**config.mk**
```make
export PLATFORM = sky130hd
export DESIGN_NAME = rsa_mod_exp
export DESIGN_NICKNAME = d
export VERILOG_FILES = /design/src/rtl/rsa_mod_exp.sv
export SDC_FILE = /design/constraint.sdc
export NUM_CORES = 1
export LEC_CHECK = 0
export ABC_AREA = 1
export CAP_MARGIN = 10
export CELL_PAD_IN_SITES_DETAIL_PLACEMENT = 2
export CELL_PAD_IN_SITES_GLOBAL_PLACEMENT = 2
export CORE_MARGIN = 2
export CORE_UTILIZATION = 37
export DETAILED_ROUTE_END_ITERATION = 8
export HOLD_SLACK_MARGIN = 0.15
export PLACE_DENSITY_LB_ADDON = 0.05
export SLEW_MARGIN = 20
export SYNTH_ARGS = -nofsm -noshare
export SYNTH_HDL_FRONTEND = slang
export SYNTH_SLANG_ARGS = --single-unit
```
**constraint.sdc**
```tcl
create_clock -name clk -period 13.4 [get_ports clk]
set_clock_uncertainty 0.1 [all_clocks]
set_input_delay 2.68 -clock clk [delete_from_list [all_inputs] [get_ports clk]]
set_output_delay 2.68 -clock clk [all_outputs]
set_load 0.1 [all_outputs]
```
**src/rtl/rsa_mod_exp.sv**
```systemverilog
// Modular exponentiation Output = Input^key mod n: left-to-right square-and-multiply with Blakley multiplies.
// Optional macro RSA_MODEXP_ERR_EN adds an err output and rejects operands with n < 2 or Input >= n.
module rsa_mod_exp #(
    parameter int WIDTH = 16
) (
    input  logic             clk,
    input  logic             rst,
    input  logic             start,
    input  logic [WIDTH-1:0] Input,
    input  logic [WIDTH-1:0] key,
    input  logic [WIDTH-1:0] n,
    output logic [WIDTH-1:0] Output,
    output logic             busy,
    output logic             finish
`ifdef RSA_MODEXP_ERR_EN
    ,
    output logic             err
`endif
);

    localparam int CW = $clog2(WIDTH);

    localparam logic [2:0] IDLE = 3'd0;
    localparam logic [2:0] LOAD = 3'd1;
    localparam logic [2:0] SQR  = 3'd2;
    localparam logic [2:0] MUL  = 3'd3;
    localparam logic [2:0] DONE = 3'd4;

    logic [2:0]       state;
    logic [WIDTH-1:0] r, b, e, n_reg;
    logic [WIDTH+1:0] p;
    logic [CW-1:0]    bit_cnt, exp_idx;

    logic [WIDTH-1:0] mcand;
    logic [WIDTH+1:0] n_ext, sum, sub1, sub2;

    // One Blakley step: the multiplier is always R, the multiplicand is R (square) or B (multiply).
    always_comb begin
        mcand = (state == MUL) ? b : r;
        n_ext = {2'b00, n_reg};
        sum   = {p[WIDTH:0], 1'b0} + (r[bit_cnt] ? {2'b00, mcand} : '0);
        sub1  = (sum  >= n_ext) ? sum  - n_ext : sum;
        sub2  = (sub1 >= n_ext) ? sub1 - n_ext : sub1;
    end

    always_ff @(posedge clk or posedge rst) begin
        if (rst) begin
            state   <= IDLE;
            r       <= '0;
            b       <= '0;
            e       <= '0;
            n_reg   <= '0;
            p       <= '0;
            bit_cnt <= '0;
            exp_idx <= '0;
            Output  <= '0;
            busy    <= 1'b0;
            finish  <= 1'b0;
`ifdef RSA_MODEXP_ERR_EN
            err     <= 1'b0;
`endif
        end else begin
            finish <= 1'b0;
            case (state)
                IDLE: begin
                    // NOTE: finish is still high in the first IDLE cycle; a start there is dropped.
                    if (start && !finish) begin
                        b     <= Input;
                        e     <= key;
                        n_reg <= n;
                        busy  <= 1'b1;
`ifdef RSA_MODEXP_ERR_EN
                        err   <= 1'b0;
`endif
                        state <= LOAD;
                    end
                end
                LOAD: begin
                    r       <= WIDTH'(1);
                    p       <= '0;
                    bit_cnt <= CW'(WIDTH - 1);
                    exp_idx <= CW'(WIDTH - 1);
`ifdef RSA_MODEXP_ERR_EN
                    if (n_reg < WIDTH'(2) || b >= n_reg) begin
                        err   <= 1'b1;
                        state <= DONE;
                    end else begin
                        state <= SQR;
                    end
`else
                    state   <= SQR;
`endif
                end
                SQR, MUL: begin
                    if (bit_cnt == '0) begin
                        r       <= sub2[WIDTH-1:0];
                        p       <= '0;
                        bit_cnt <= CW'(WIDTH - 1);
                        if (state == SQR && e[exp_idx]) begin
                            state <= MUL;
                        end else if (exp_idx == '0) begin
                            state <= DONE;
                        end else begin
                            exp_idx <= exp_idx - 1'b1;
                            state   <= SQR;
                        end
                    end else begin
                        p       <= sub2;
                        bit_cnt <= bit_cnt - 1'b1;
                    end
                end
                DONE: begin
`ifdef RSA_MODEXP_ERR_EN
                    Output <= err ? '0 : r;
`else
                    Output <= r;
`endif
                    finish <= 1'b1;
                    busy   <= 1'b0;
                    state  <= IDLE;
                end
                default: state <= IDLE;
            endcase
        end
    end

endmodule

```
Yosys cells after proc, flatten, opt, wreduce, memory -nomap -nowiden --
Cells that the tools add are included.
Cells by class: mux-type cells 26, order comparisons 4, equality and inequality tests 8, add/subtract/negate cells 5, reductions and logical operators 14
Operators by type and width (number):
- 16-bit two-way mux | 3
- 18-bit by 16-bit >= comparator with 1-bit output | 2
- 17-bit two-way mux | 2
- 17-bit case mux with 2 select lines | 1
- 16-bit case mux with 2 select lines | 1
- 18-bit by 16-bit adder with 18-bit output | 1
- 18-bit two-way mux | 1
- 18-bit by 16-bit subtractor with 18-bit output | 1
- 17-bit by 16-bit subtractor with 17-bit output | 1
- 4-bit two-way mux | 4
- 4-bit case mux with 2 select lines | 2
- 3-bit two-way mux | 4
- 4-bit by 5-bit < comparator with 1-bit output, second input constant | 2
- 3-bit case mux with 3 select lines | 1
- 1-bit binary-select mux with 4-bit select | 2
- 4-bit logical NOT | 2
- 2-bit != test, second input constant | 4
- 2-bit AND reduction | 4
- 4-bit by 1-bit subtractor with 4-bit output, second input constant | 2
- 3-bit by 2-bit == test with 1-bit output, second input constant | 2
- 1-bit two-way mux | 4
- 4-bit AND reduction | 1
- 2-bit nonzero test | 2
- 3-bit by 1-bit == test with 1-bit output, second input constant | 1
- 6 further kinds | 7
Storage, ports and cells: word-level logic and storage cells 68, flip-flop bits (word level) 110, output and inout bits 18

Logic depth before layout (Yosys ltp) --
Gate-level depths: netlist of the first run.
depth after elaboration 10, depth in mapped cells 48, depth with buffers taken out 46

Least setup slack after synthesis of the first run --
Ideal clock, no wire load.
kind register to register, start register bit_cnt[0], end register p[15], cell stages (with the launch flop) 45, data required time 13172 ps, data arrival time 6112 ps, path buffers 4, setup slack 7059 ps, library setup time 128 ps, cell sequence dfrtp_1 clkbuf_1 a21oi_1 o21ai_0 nand3_1 nand3_1 nand2_1 inv_1 clkbuf_1 a21oi_1 ha_1 fa_1 nand3_1 nand2_1 nand2_1 nand2_1 a21oi_1 o21ai_0 [... 9 more ...] buf_4 o21ai_1 ha_1 fa_1 nand3b_1 nand2_1 a21oi_1 o21ai_2 a21oi_2 o21ai_1 nand2_1 nand2_1 nor2_8 nand2_4 buf_6 nand2_1 nand3_1 o21ai_1
Between the ends: word-level cells in the longest chain between the ends 10, elaborated cells on any way between the ends 13
RTL lines:
- start, declared | line 32 | logic [CW-1:0] bit_cnt, exp_idx;
- start signal, assigned | line 81 | bit_cnt <= CW'(WIDTH - 1);
- start signal, assigned | line 98 | bit_cnt <= CW'(WIDTH - 1);
- start signal, assigned | line 109 | bit_cnt <= bit_cnt - 1'b1;
- 1-bit binary-select mux with 4-bit select | line 41 | sum = {p[WIDTH:0], 1'b0} + (r[bit_cnt] ? {2'b00, mcand} : '0);
- 1-bit two-way mux (not written as such) | line 41
- 16-bit two-way mux | line 41
- 18-bit by 16-bit adder with 18-bit output | line 41
- 18-bit by 16-bit subtractor with 18-bit output / 18-bit by 16-bit >= comparator with 1-bit output (equally long branches) | line 42 | sub1 = (sum >= n_ext) ? sum - n_ext : sum;
- 18-bit two-way mux | line 42
- 17-bit by 16-bit subtractor with 17-bit output / 18-bit by 16-bit >= comparator with 1-bit output (equally long branches) | line 43 | sub2 = (sub1 >= n_ext) ? sub1 - n_ext : sub1;
- 17-bit two-way mux | line 43
- 17-bit two-way mux (*) | line 95 | if (bit_cnt == '0) begin
- 17-bit case mux with 2 select lines (*) | line 64 | case (state)
- end signal, assigned | line 108 | p <= sub2;
- end, declared | line 31 | logic [WIDTH+1:0] p;
Mark *: on every way between the ends. The rest lies on a longest branch, timed or not. The select of a mux whose other input is x is not followed. A chain may end at the register's enable or synchronous reset.

Worst setup path in the final report of the first run --
start register bit_cnt[0], end register r[15]
Between the ends: word-level cells in the longest chain between the ends 10, elaborated cells on any way between the ends 15
RTL lines:
- 1-bit binary-select mux with 4-bit select | line 41
- 1-bit two-way mux (not written as such) | line 41
- 16-bit two-way mux | line 41
- 18-bit by 16-bit adder with 18-bit output | line 41
- 18-bit by 16-bit subtractor with 18-bit output / 18-bit by 16-bit >= comparator with 1-bit output (equally long branches) | line 42
- 18-bit two-way mux | line 42
- 17-bit by 16-bit subtractor with 17-bit output / 18-bit by 16-bit >= comparator with 1-bit output (equally long branches) | line 43
- 17-bit two-way mux | line 43
- 16-bit two-way mux | line 95
- 16-bit case mux with 2 select lines | line 64
- end signal, assigned | line 96 | r <= sub2[WIDTH-1:0];
- end, declared | line 30 | logic [WIDTH-1:0] r, b, e, n_reg;
Parallel ways exist; a longest one is shown, timed or not. The select of a mux whose other input is x is not followed.

==> results of run 1 <==
## through the flow
| stage | hold slack (ns) | setup slack, ns |
|---|---|---|
| after CTS | 0.396 | 5.60 |
| after floorplan | 0.355 | 7.06 |
| after global routing | 0.416 | 4.73 |
| after detailed placement | 0.377 | 5.74 |
| final | 0.393 | 5.50 |
| after global placement | 0.364 | 6.07 |
## metal layers
layer,wire (µm),GRT usage
met1,12900,0.359
met2,12800,0.425
met3,714,0.0272
met4,494,0.0644
met5,0,0
## cell families (layout without fill, tap and decap cells)
kind of cell / count (synthesis) / in the layout / share of synthesized area
multiplexers: 26 / 26 / 0.0383
adder cells (fa/ha/maj): 53 / 53 / 0.0896
AND/OR/NAND/NOR: 430 / 430 / 0.242
flip-flops: 110 / 110 / 0.360
AO/OA/AOI/OAI: 205 / 205 / 0.143
XOR/XNOR: 38 / 38 / 0.0435
buffers and inverters: 163 / 220 / 0.0833
## synthesized netlist by cell type, types with 7 or more instances
master and number:
sky130_fd_sc_hd__a21oi_1 95, sky130_fd_sc_hd__clkbuf_1 21, sky130_fd_sc_hd__dfrtp_1 110, sky130_fd_sc_hd__ha_1 50
sky130_fd_sc_hd__inv_1 125, sky130_fd_sc_hd__mux2_2 26, sky130_fd_sc_hd__nand2_1 240, sky130_fd_sc_hd__nand3_1 88
sky130_fd_sc_hd__nand4_1 20, sky130_fd_sc_hd__nor2_1 60, sky130_fd_sc_hd__nor3_1 7, sky130_fd_sc_hd__o21a_1 7
sky130_fd_sc_hd__o21ai_0 68, sky130_fd_sc_hd__o21ai_1 13, sky130_fd_sc_hd__xnor2_1 17, sky130_fd_sc_hd__xor2_1 21
## area by class of cell
type	count	area (µm²)	area share
multi-input combinational	752	4270	0.481
inverter	133	502	0.0565
clock buffer	11	253	0.0284
sequential	110	2750	0.310
clock inverter	5	63.8	0.00718
tap	270	338	0.0380
timing repair buffer	71	703	0.0791
## critical path, delay by kind of cell, from the launching register on
kind	cells	cell delay (ns)
AND/OR/NAND/NOR	17	2.40
AO/OA/AOI/OAI	13	2.28
flip-flops	1	0.56
XOR/XNOR	1	0.19
buffers and inverters	4	0.90
adder cells (fa/ha/maj)	4	1.36
## how the worst min path moves through the flow
stage / startpoint / end / slack [ns] / depth (start not counted)
after CTS: Output[2] / Output[2] / 0.40 / 2
after global routing: Output[4] / Output[4] / 0.42 / 2
final: Output[4] / Output[4] / 0.39 / 2
after floorplan: p[0] / p[0] / 0.36 / 2
after global placement: busy / busy / 0.36 / 2
after detailed placement: Output[2] / Output[2] / 0.38 / 2
## layout by cell type (no fill, tap or decap), types with 5 or more instances in the layout
| cell | Yosys | routed |
|---|---|---|
| sky130_fd_sc_hd__xor2_1 | 21 | 21 |
| sky130_fd_sc_hd__dfrtp_1 | 110 | 110 |
| sky130_fd_sc_hd__nor3_1 | 7 | 7 |
| sky130_fd_sc_hd__a21oi_1 | 95 | 95 |
| sky130_fd_sc_hd__o21a_1 | 7 | 7 |
| sky130_fd_sc_hd__nand4_1 | 20 | 20 |
| sky130_fd_sc_hd__o21ai_0 | 68 | 68 |
| sky130_fd_sc_hd__inv_1 | 125 | 124 |
| sky130_fd_sc_hd__nor2_1 | 60 | 59 |
| sky130_fd_sc_hd__o21ai_1 | 13 | 13 |
| sky130_fd_sc_hd__nand3_1 | 88 | 87 |
| sky130_fd_sc_hd__ha_1 | 50 | 50 |
| sky130_fd_sc_hd__clkdlybuf4s50_1 | 0 | 68 |
| sky130_fd_sc_hd__xnor2_1 | 17 | 17 |
| sky130_fd_sc_hd__mux2_2 | 26 | 26 |
| sky130_fd_sc_hd__clkinv_1 | 5 | 5 |
| sky130_fd_sc_hd__nand2_1 | 240 | 240 |
| sky130_fd_sc_hd__clkbuf_16 | 0 | 9 |
| sky130_fd_sc_hd__a31oi_1 | 5 | 5 |
==> qor.tcl, run 1 <==
set qor(grt_setup_unrepaired) {false}
set qor(overflow) 0
set qor(grt_pass1_wl_um) 43500
set qor(finalWirelength_um) 26900
set qor(synth_cells) 1025
set qor(final_layout_size_suffix_gt1_frac) 0.0573
set qor(yosys_warns) 0
set qor(number_of_cells_traversed_by_the_worst_register_to_register_path) 39
set qor(fillers) 2394
set qor(slowest_stage) {sky130_fd_sc_hd__dfrtp_1}
set qor(largest_net_degree_at_the_start_of_global_routing) 72
set qor(clock_sink_count) 110
set qor(place_congestion) 0.857
set qor(dieWidth_um) 148
set qor(clock_tree_from_tritoncts) {yes}
set qor(clock_latency_ns) 0.36
set qor(period_minus_slack_ns) 7.90
set qor(drtAntennaViolNets) 0
set qor(number_of_antenna_violations_at_the_first_check_in_global_routing) 0
set qor(final-setup-viol-count) 0
set qor(via_count_of_the_first_global_routing_pass) 7756
set qor(hpwl_um) 21200
set qor(largest_register_ffs) 17
set qor(design.die.area_mm2) 0.0218
set qor(syn_area_per_cell_um2) 7.46
set qor(worst-path-max-fanout) 17
set qor(ioPinCount) 69
set qor(timing_hold_violations_final) 0
set qor(tritoncts.num_buffers) 9
set qor(crit_path_kind) {flip-flop to flip-flop}
set qor(synth_area_mm2) 0.00765
set qor(fin_util) 0.439
set qor(required_time_of_the_worst_setup_path_ns) 13.59
set qor(areaGrowthSynthToFinish_pct) 16.2
set qor(remaining_drc_errors) 0
set qor(placement_rows) 52
set qor(post_layout_nonfiller_instances) 1352
set qor(drt-initial-drc-count) 404
set qor(r2r_start) {bit_cnt[0]}
set qor(reg2reg_slack_ns) 5.50
set qor(place_inst) 1336
set qor(critPathLaunchType) {flip-flop}
set qor(final_nets) 1181
set qor(cts_setup_buffers) 0
set qor(slew_viol_final) 0
set qor(crit_start) {bit_cnt[0]}
set qor(route.detailed.vias_per_inst) 5.34
set qor(netlist_top_cells_area) {sky130_fd_sc_hd__dfrtp_1, sky130_fd_sc_hd__nand2_1, sky130_fd_sc_hd__ha_1}
set qor(top_register) {p}
set qor(placed_cell_area_mm2) 0.00857
set qor(vias) 7216
set qor(finish.instance_area_mm2) 0.00889
set qor(placeableCoreArea_mm2) 0.0202
set qor(timing.critical_path.to) {r[15]}
set qor(number_of_search_and_repair_iterations_in_the_first_detailed_routing_pass) 4
set qor(ctsHoldBuffers) 0
set qor(synthDominantAreaCellType) {sky130_fd_sc_hd__dfrtp_1}
set qor(synth_edf_count) 0
set qor(synth-seq-area-share) 0.360
set qor(worstSetupEndpointType) {flip-flop}
set qor(die_height_um) 148
set qor(clk_tree_root_cell) {sky130_fd_sc_hd__clkbuf_16}
set qor(post-synth-top-area-fraction) 0.360
set qor(h-tree-depth) 3
set qor(post_synth_num_cell_types) 44
set qor(result_of_the_run) {complete, no violations}
set qor(antenna_cells_inserted) 0
set qor(relSlewSlack) 0.345
set qor(dominantRegCellSynth) {sky130_fd_sc_hd__dfrtp_1}
set qor(drv_cap) 0
set qor(max_clock_freq_mhz) 127
set qor(initial_core_util) 0.378
set qor(synth-seq-cells) 110
set qor(share_of_synthesized_registers_carrying_an_async_set_or_reset) 1.00
set qor(wl_per_cell_um) 19.9
set qor(syn-num-nets) 1129
set qor(critical_path.max_stage_delay_ns) 0.56
set qor(timing.rr.end) {r[15]}
set qor(grtUsageTotal) 0.256
set qor(cts.clk_slew.worst_paths_ns) 0.08
set qor(cts.path.max_buffers) 2
set qor(worst_slew_pin_tran_ns) 0.979
set qor(fin_crit_sh) 0.589
set qor(place.port_buffers) 68
set qor(hp-class) {flip-flop to flip-flop}
set qor(cts_resized) 0
set qor(fin_tns_setup_ns) 0
set qor(critPathMostFrequentCell) {sky130_fd_sc_hd__nand2_1}
set qor(cp.arrival_ns) 8.08
Power of run 1 is not shown: default switching activity piles up to over one toggle a cycle in this logic, so the estimate is an artifact.
==> run 2: changes to the inputs <==
--- a/config.mk
+++ b/config.mk
@@ -10,7 +10,7 @@
 export CELL_PAD_IN_SITES_DETAIL_PLACEMENT = 2
 export CELL_PAD_IN_SITES_GLOBAL_PLACEMENT = 2
 export CORE_MARGIN = 2
-export CORE_UTILIZATION = 37
+export CORE_UTILIZATION = 31
 export DETAILED_ROUTE_END_ITERATION = 8
 export HOLD_SLACK_MARGIN = 0.15
 export PLACE_DENSITY_LB_ADDON = 0.05
==> constraint.sdc (replaced) <==
create_clock -name clk -period 6.91 [get_ports clk]
set_clock_uncertainty 0.1 [all_clocks]
set_input_delay 1.382 -clock clk [delete_from_list [all_inputs] [get_ports clk]]
set_output_delay 1.382 -clock clk [all_outputs]
set_load 0.1 [all_outputs]
==> run 2 against run 1 <==
Sequential share of layout area down 2.9 points. Maximum frequency up 19%. Via count up 1.7%. First-iteration DRC count down 19%. Die area up 19%. Count of clock-buffer cells in the layout down 2. Hold slack worse by 0.0028 ns. Core utilization down 3.4 points.
==> qor.tcl, run 2 (synthesis gave the netlist of run 1 again) <==
set qor(result_of_the_run) {complete, no violations}
set qor(cts.clk_slew.worst_paths_ns) 0.09 ;# about the same
set qor(crit_path_kind) {flip-flop to flip-flop}
set qor(fin_crit_sh) 0.957 ;# +0.368
set qor(min_path_cells) 2 ;# unchanged
set qor(critPathMostFrequentCell) {sky130_fd_sc_hd__nand2_1}
set qor(fin_util) 0.405 ;# -0.0341
set qor(finalWirelength_um) 28800 ;# +7.0%
set qor(route.detailed.vias_per_inst) 5.03 ;# -5.7%
set qor(final_nets) 1234 ;# +4.5%
set qor(h-tree-depth) 3 ;# unchanged
set qor(vias) 7342 ;# +1.7%
set qor(wl_per_cell_um) 19.7 ;# -0.86%
set qor(tritoncts.num_buffers) 9 ;# unchanged
set qor(final_common_cell) {sky130_fd_sc_hd__nand2_1}
set qor(areaGrowthSynthToFinish_pct) 28.4
set qor(hp-class) {flip-flop to flip-flop}
set qor(placement_rows) 57 ;# +9.6%
set qor(max_clock_freq_mhz) 151 ;# +19%
set qor(period_minus_slack_ns) 6.61 ;# -1.28 ns
set qor(critPathLaunchType) {flip-flop}
set qor(relSlewSlack) 0.347 ;# +0.00221
set qor(clk_tree_root_cell) {sky130_fd_sc_hd__clkbuf_16}
set qor(grtUsageTotal) 0.223 ;# -0.0330
set qor(number_of_cells_traversed_by_the_worst_register_to_register_path) 48 ;# +23%
set qor(fillers) 2842 ;# +19%
set qor(critical_path.max_stage_delay_ns) 0.40 ;# -0.16 ns
set qor(grt_setup_unrepaired) {true}
set qor(largest_net_degree_at_the_start_of_global_routing) 72 ;# unchanged
set qor(worstSetupEndpointType) {flip-flop}
set qor(die_height_um) 161 ;# +9.0%
set qor(grt_pass1_wl_um) 45000 ;# +3.4%
set qor(top_register) {p}
set qor(dieWidth_um) 161 ;# +9.0%
set qor(final-setup-viol-count) 0 ;# unchanged
set qor(drtAntennaViolNets) 0 ;# unchanged
set qor(slew_viol_final) 0 ;# unchanged
set qor(ioPinCount) 69 ;# unchanged
set qor(design.die.area_mm2) 0.0259 ;# +19%
set qor(worst_slew_pin_tran_ns) 0.976 ;# -0.00331 ns
set qor(place_congestion) 0.847 ;# -1.2%
set qor(antenna_cells_inserted) 0 ;# unchanged
set qor(required_time_of_the_worst_setup_path_ns) 7.06 ;# -6.53 ns
set qor(worst-path-max-fanout) 11 ;# -6
set qor(cts.path.max_buffers) 2 ;# unchanged
set qor(hpwl_um) 22900 ;# +7.9%
set qor(number_of_antenna_violations_at_the_first_check_in_global_routing) 0 ;# unchanged
set qor(clock_tree_from_tritoncts) {yes}
set qor(overflow) 0 ;# unchanged
set qor(clock_latency_ns) 0.37 ;# about the same
set qor(clock_sink_count) 110 ;# unchanged
set qor(timing_hold_violations_final) 0 ;# unchanged
set qor(cp.arrival_ns) 6.76 ;# -1.32 ns
set qor(drt-initial-drc-count) 328 ;# -19%
set qor(drv_cap) 0 ;# unchanged
set qor(initial_core_util) 0.315 ;# -0.0626
set qor(final_layout_size_suffix_gt1_frac) 0.173 ;# +0.115
set qor(largest_register_ffs) 17 ;# unchanged
set qor(remaining_drc_errors) 0 ;# unchanged
set qor(placeableCoreArea_mm2) 0.0242 ;# +20%
set qor(slowest_stage) {sky130_fd_sc_hd__dfrtp_1}
set qor(layout_common_cells) {sky130_fd_sc_hd__nand2_1, sky130_fd_sc_hd__inv_1, sky130_fd_sc_hd__dfrtp_1, sky130_fd_sc_hd__a21oi_1, sky130_fd_sc_hd__clkdlybuf4s50_1}
set qor(place.port_buffers) 68 ;# unchanged
set qor(via_count_of_the_first_global_routing_pass) 7820 ;# +0.83%
set qor(number_of_search_and_repair_iterations_in_the_first_detailed_routing_pass) 4 ;# unchanged
## run 2: final timing paths
path,slack [ns],start,to
max,0.30,bit_cnt[0],p[0]
min reg2reg,0.39,Output[10],Output[10]
max reg2reg,0.30,bit_cnt[0],p[0]
min,0.39,Output[10],Output[10]
min in group asynchronous,1.42,rst,b[10]
max in group asynchronous,4.13,rst,e[4]
## run 2: cell type report
cell class	count	area (µm²)	share of cell area
flip-flops and latches	110	2750	0.280
inverters	133	505	0.0515
well taps	324	405	0.0413
clock buffers	9	225	0.0229
multi-input cells	753	4690	0.477
clock inverters	7	78.8	0.00803
repair buffers	123	1160	0.119
## run 2: critical path, delay by kind of cell, from the launching register on
family          cells  cell delay, ns
simple gates       28            2.64
fa+ha+maj           4            1.14
compound gates      9            1.11
buf+inv             6            0.86
flops               1            0.40
xor+xnor            1            0.20
## run 2: what timing repair did
item	in CTS	in global routing
hold endpoints to repair	0	0
endpoints found under the setup margin	33	33
buffers inserted	2	10
pin swaps	3	32
cloned	0	3
gates resized for setup	14	95
hold buffers	0	0
## run 2: through the flow
stage	hold slack, ns	instances	worst slack [ns]	TNS [ns]	area (µm²)
global placement	0.364	1428	-0.0130	-0.0252	8940
finish	0.390	1459	0.298	0	9820
floorplan	0.355	1025	0.569	0	7650
CTS	0.398	1446	0.0157	0	9330
detailed placement	0.376	1428	-0.213	-4.89	8940
global route	0.423	1459	-0.106	-2.31	9820
## run 2: routing by layer
layer / wire length [µm] / global-route usage
met1: 14100 / 0.315
met2: 13700 / 0.368
met3: 559 / 0.0241
met4: 467 / 0.0519
met5: 0 / 0
Power of run 2 is left out for the same reason.
==> edit 1, RTL diff (settings of run 2) <==
`WIDTH`: 16 -> 32.
--- a/src/rtl/rsa_mod_exp.sv
+++ b/src/rtl/rsa_mod_exp.sv
@@ -3,3 +3,3 @@
 module rsa_mod_exp #(
-    parameter int WIDTH = 16
+    parameter int WIDTH = 32
 ) (
Ports: changed (resized Input, Output, key and n); port bits go from 69 to 133. No check against the original RTL was run, so the function may have changed too.
==> edit 1 against run 2 <==
The run now ends with setup timing left; largest cell class unchanged; utilization is 12 points higher; die area is 100% higher; setup slack worse by 1.9 ns; area after synthesis is 100% higher; wire length grew to 4.0 times the old value; sequential cell count is 98 higher; cell area grew to 2.7 times the old value; count of clock-buffer cells in the layout is 30 higher; highest routed layer unchanged; critical endpoint is now r[0].
Power is left out: it rests on default switching activity, and per cell area and clock period it moved more than threefold.
==> edit 1: results (changes against run 2) <==
| Metric | Value |
|---|---|
| Largest net degree at the start of global routing | `127 (+76%)` |
| Setup TNS | `-98.72 ns (-98.72 ns)` |
| Worst r2r path cells | `53 (+10%)` |
| Synth Area in Adders | `8.130% (-0.83 points)` |
| Crit path largest cell delay | `0.52 ns (+0.12 ns)` |
| Primary FF master, synth | `dfrtp_1` |
| Num CTS Buffers | `28 (+19)` |
| Global placement routability congestion | `0.9574 (+13%)` |
| Placed Area | `21,720 µm² (+140%)` |
| Pre-antenna DRT Iters | `8 (+4)` |
| Setup slack after layout | `-1.638 ns (-1.936 ns)` |
| Non-filler cells in the finished layout | `3,600 (+150%)` |
| Routed WL | `116.1 mm (+300%)` |
| Post-synthesis mux area share | `4.744% (+0.92 points)` |
| Synth cell count leaders | `610 x nand2_1, 233 x inv_1, 208 x dfrtp_1` |
| Worst slew pin tran | `1.187 ns (+0.2117 ns)` |
| Reg clk slew, reported paths | `0.07 ns (-0.02 ns)` |
| Outcome | `complete, but fails checks` |
| Slowest stage cell, crit path | `dfrtp_2` |
| Fraction of layout cells with a size suffix above 1 | `41.91% (+25 points)` |
| Final Setup Violations | `65 (+65)` |
| Count of input and output buffers | `132 (+94%)` |
| First-pass GRT wire length | `134.1 mm (+200%)` |
| Synthesized Nets | `2,392 (+110%)` |
| Clk Latency, worst-skew pair | `0.63 ns (+0.26 ns)` |
| Met1 track demand over resource | `40.61% (+9.1 points)` |
| Yosys cell types | `50 (+14%)` |
| Vias in the first global route | `21,560 (+180%)` |
| Worst Hold Slack | `0.3926 ns (+0.002567 ns)` |
| Met3 Use GR | `3.119% (+0.70 points)` |
| Max reg flops | `33 (+16)` |
| Global-route met2 utilization | `60.01% (+23 points)` |
| Area contributors post-synth | `dfrtp_1 33%, nand2_1 15%, ha_1 7.7%, a21oi_1 5.8%, inv_1 5.6%` |
| CP Capture Point | `r[0]` |
| Ant diodes | `0 (unchanged)` |
| Pre-CTS setup slack | `-1.705 ns (-1.492 ns)` |
| Crit path arrival time | `8.96 ns (+2.20 ns)` |
| Max Slew Vio Count | `0 (unchanged)` |
| Seq/Total Area, Yosys | `33.22% (-2.8 points)` |
| Violated checks | `setup timing` |
| Synth Area in Compound Gates | `13.70% (-0.61 points)` |
| Vias per cell | `5.803 (+15%)` |
| Async set-reset flop share out of synthesis | `100.0% (unchanged)` |
| H-tree level count | `1 (-2)` |
| Half-perimeter wire length after detailed placement | `62.45 mm (+170%)` |
| Fill count | `5,428 (+91%)` |
| Total Routing Usage GR | `33.22% (+11 points)` |
| Initial DRC count | `1,517 (+360%)` |
| Synth Area in XOR/XNOR | `4.360% (+0.0089 points)` |
-- edit 1: layout make-up --
class / instances / area [µm²] / share of cell area (%)
Multi-Input combinational cell: 1670 / 12040 / 45.53
Timing Repair Buffer: 756 / 6455 / 24.42
Sequential cell: 208 / 5206 / 19.69
Inverter: 242 / 923.4 / 3.493
Tap cell: 672 / 840.8 / 3.180
Clock buffer: 39 / 802.0 / 3.034
Clock inverter: 13 / 172.7 / 0.6531
-- edit 1: worst min path at each step --
stage,depth (start not counted),from,to
final,2,Output[9],Output[9]
after global routing,2,Output[7],Output[7]
after CTS,2,Output[1],Output[1]
after detailed placement,2,Output[1],Output[1]
after global placement,2,Output[11],Output[11]
after floorplan,2,r[16],r[16]
-- edit 1: worst max-delay path: cells and delay by family, from the launching register on --
kind                       cells  cell delay (ns)
adders and majority gates      3             1.01
DFF                            1             0.52
AOI/OAI and AO/OA              6             0.99
xor gates and xnor gates       1             0.21
and+or+nand+nor               29             3.58
buffers and inverters         14             2.01
-- edit 1: cell families (layout without fill, tap and decap cells) --
group	after synthesis	after routing
buffers and inverters	315	1050
flip-flops	208	208
multiplexers	66	66
adder cells (fa/ha/maj)	100	100
AND/OR/NAND/NOR	1040	1040
XOR/XNOR	78	78
AO/OA/AOI/OAI	386	386
-- edit 1: metal layers --
metal	wire, µm	vias up
li1	-	8680
met1	43300	10780
met2	57580	927
met3	6065	509
met4	9133	0
met5	0	-
-- edit 1: timing repair --
action | CTS | global route
resized for setup | 316 | 343
setup endpoints to repair | 65 | 65
buffers inserted | 36 | 33
pin swaps | 73 | 116
cloned | 8 | 5
==> edit 2, RTL diff (settings of run 2) <==
Made on the original files. Register the input `key` before use. The logic sees it one clock later. The other inputs are not delayed to match.
--- a/src/rtl/rsa_mod_exp.sv
+++ b/src/rtl/rsa_mod_exp.sv
@@ -27,2 +27,8 @@
     localparam logic [2:0] DONE = 3'd4;
+
+    logic [WIDTH-1:0] key_q;
+
+    always_ff @(posedge clk) begin
+        key_q <= key;
+    end
 
@@ -68,3 +74,3 @@
                         b     <= Input;
-                        e     <= key;
+                        e     <= key_q;
                         n_reg <= n;
Check against the original RTL: no difference found for any inputs over 10 cycles, from zero or initial values and one cycle with rst high; that may be too few to reach the edited logic, so the function may still have changed.
==> edit 2 against run 2 <==
Sequential cell count grew 16; area after synthesis grew 4.9%; setup slack got worse by 0.019 ns; count of clock-buffer cells in the layout increased by 10; fmax shrank 0.28%; wire length is 2.9% higher; synthesized cell count grew 2.5%; cell area increased by 6.7%.
Power is left out: the tool's default activity adds up to more than one toggle a clock period on the data nets, which glitch-free logic cannot reach.
==> edit 2: results (changes against run 2) <==
| Metric | Value |
|---|---|
| Num CTS Buffers | `17 (+8)` |
| Outcome | `finished, final reports clean` |
| R2R Setup Slk | `0.28 ns (-0.02 ns)` |
| Vias in the first global route | `8,095 (+3.5%)` |
| Fill count | `2,898 (+2.0%)` |
| Final instance area | `10,470 µm² (+6.7%)` |
| Largest net degree at the start of global routing | `62 (-14%)` |
| First-pass GRT wire length | `45.38 mm (+0.89%)` |
| Clk Latency, worst-skew pair | `0.43 ns (+0.06 ns)` |
| Crit path arrival time | `6.85 ns (+0.09 ns)` |
| Total Routing Usage GR | `21.95% (-0.38 points)` |
| Seq/Total Area, Yosys | `38.32% (+2.3 points)` |
| Via count | `7,542 (+2.7%)` |
| Area contributors post-synth | `dfrtp_1 34%, nand2_1 12%, ha_1 7.8%, inv_1 6.3%, a21oi_1 5.6%` |
| H-tree level count | `4 (+1)` |
| Worst r2r path cells | `40 (-17%)` |
| Post-cts repair resize count | `11 (-3)` |
| Half-perimeter wire length after detailed placement | `22.07 mm (-3.5%)` |
| Critical path peak fanout | `13 (+2)` |
| Placed Area | `9346 µm² (+4.5%)` |
| Hold Path End | `e[1]` |
| Pre-CTS setup slack | `-0.1870 ns (+0.02557 ns)` |
| Yosys cell types | `42 (-4.5%)` |
| Synth cell count leaders | `257 x nand2_1, 135 x inv_1, 110 x dfrtp_1` |
| Worst Hold Slack | `0.3582 ns (-0.03182 ns)` |
-- edit 2: cell count changes after synthesis, moves of 4 or more --
cell,change
nand2_1,+17
dfxtp_1,+16
nand2_2,+13
nand4_1,-13
inv_1,+10
a21oi_1,-6
nor2_1,-6
o21ai_0,+5
buf_1,+4
clkbuf_1,-4
o21a_1,-4
o21ai_1,-4
-- edit 2: area by class of cell --
cell class / count / share of cell area (%)
inverter: 139 / 5.029
clock inverter: 13 / 1.027
sequential: 126 / 29.35
timing repair buffer: 125 / 11.29
clock buffer: 19 / 4.336
multi-input combinational: 760 / 45.02
tap: 330 / 3.942
-- edit 2: routing by layer --
layer | vias to the layer above | global-route usage (%) | wire [µm]
li1 | 3670 | - | -
met1 | 3737 | 29.97 | 14070
met2 | 103 | 36.46 | 14250
met3 | 32 | 2.863 | 621
met4 | 0 | 6.126 | 663
met5 | - | 0 | 0
-- edit 2: cell families (layout without fill, tap and decap cells) --
group,Yosys count,in the layout,share of synthesized area (%)
flops,126,126,38.32
buf+inv,167,296,8.190
fa+ha+maj,53,53,8.549
compound gates,198,198,13.29
mux,28,28,3.931
xor+xnor,41,41,4.477
simple gates,438,440,23.24
-- edit 2: worst max-delay path, delay by kind of cell (launching register included) --
family                   cells  cell delay (ns)
AO/OA/AOI/OAI               13             2.20
AND/OR/NAND/NOR             14             1.61
buffers and inverters        9             1.07
adder cells (fa/ha/maj)      3             0.90
flip-flops                   1             0.42
XOR/XNOR                     1             0.24
-- edit 2: how the worst max path moves through the flow --
stage / startpoint / slack, ns / to
floorplan: bit_cnt[0] / 0.68 / r[12]
global placement: bit_cnt[0] / 0.07 / r[11]
detailed placement: bit_cnt[0] / -0.19 / r[11]
CTS: bit_cnt[1] / 0.04 / r[13]
global route: bit_cnt[0] / -0.17 / r[11]
finish: bit_cnt[0] / 0.28 / r[11]
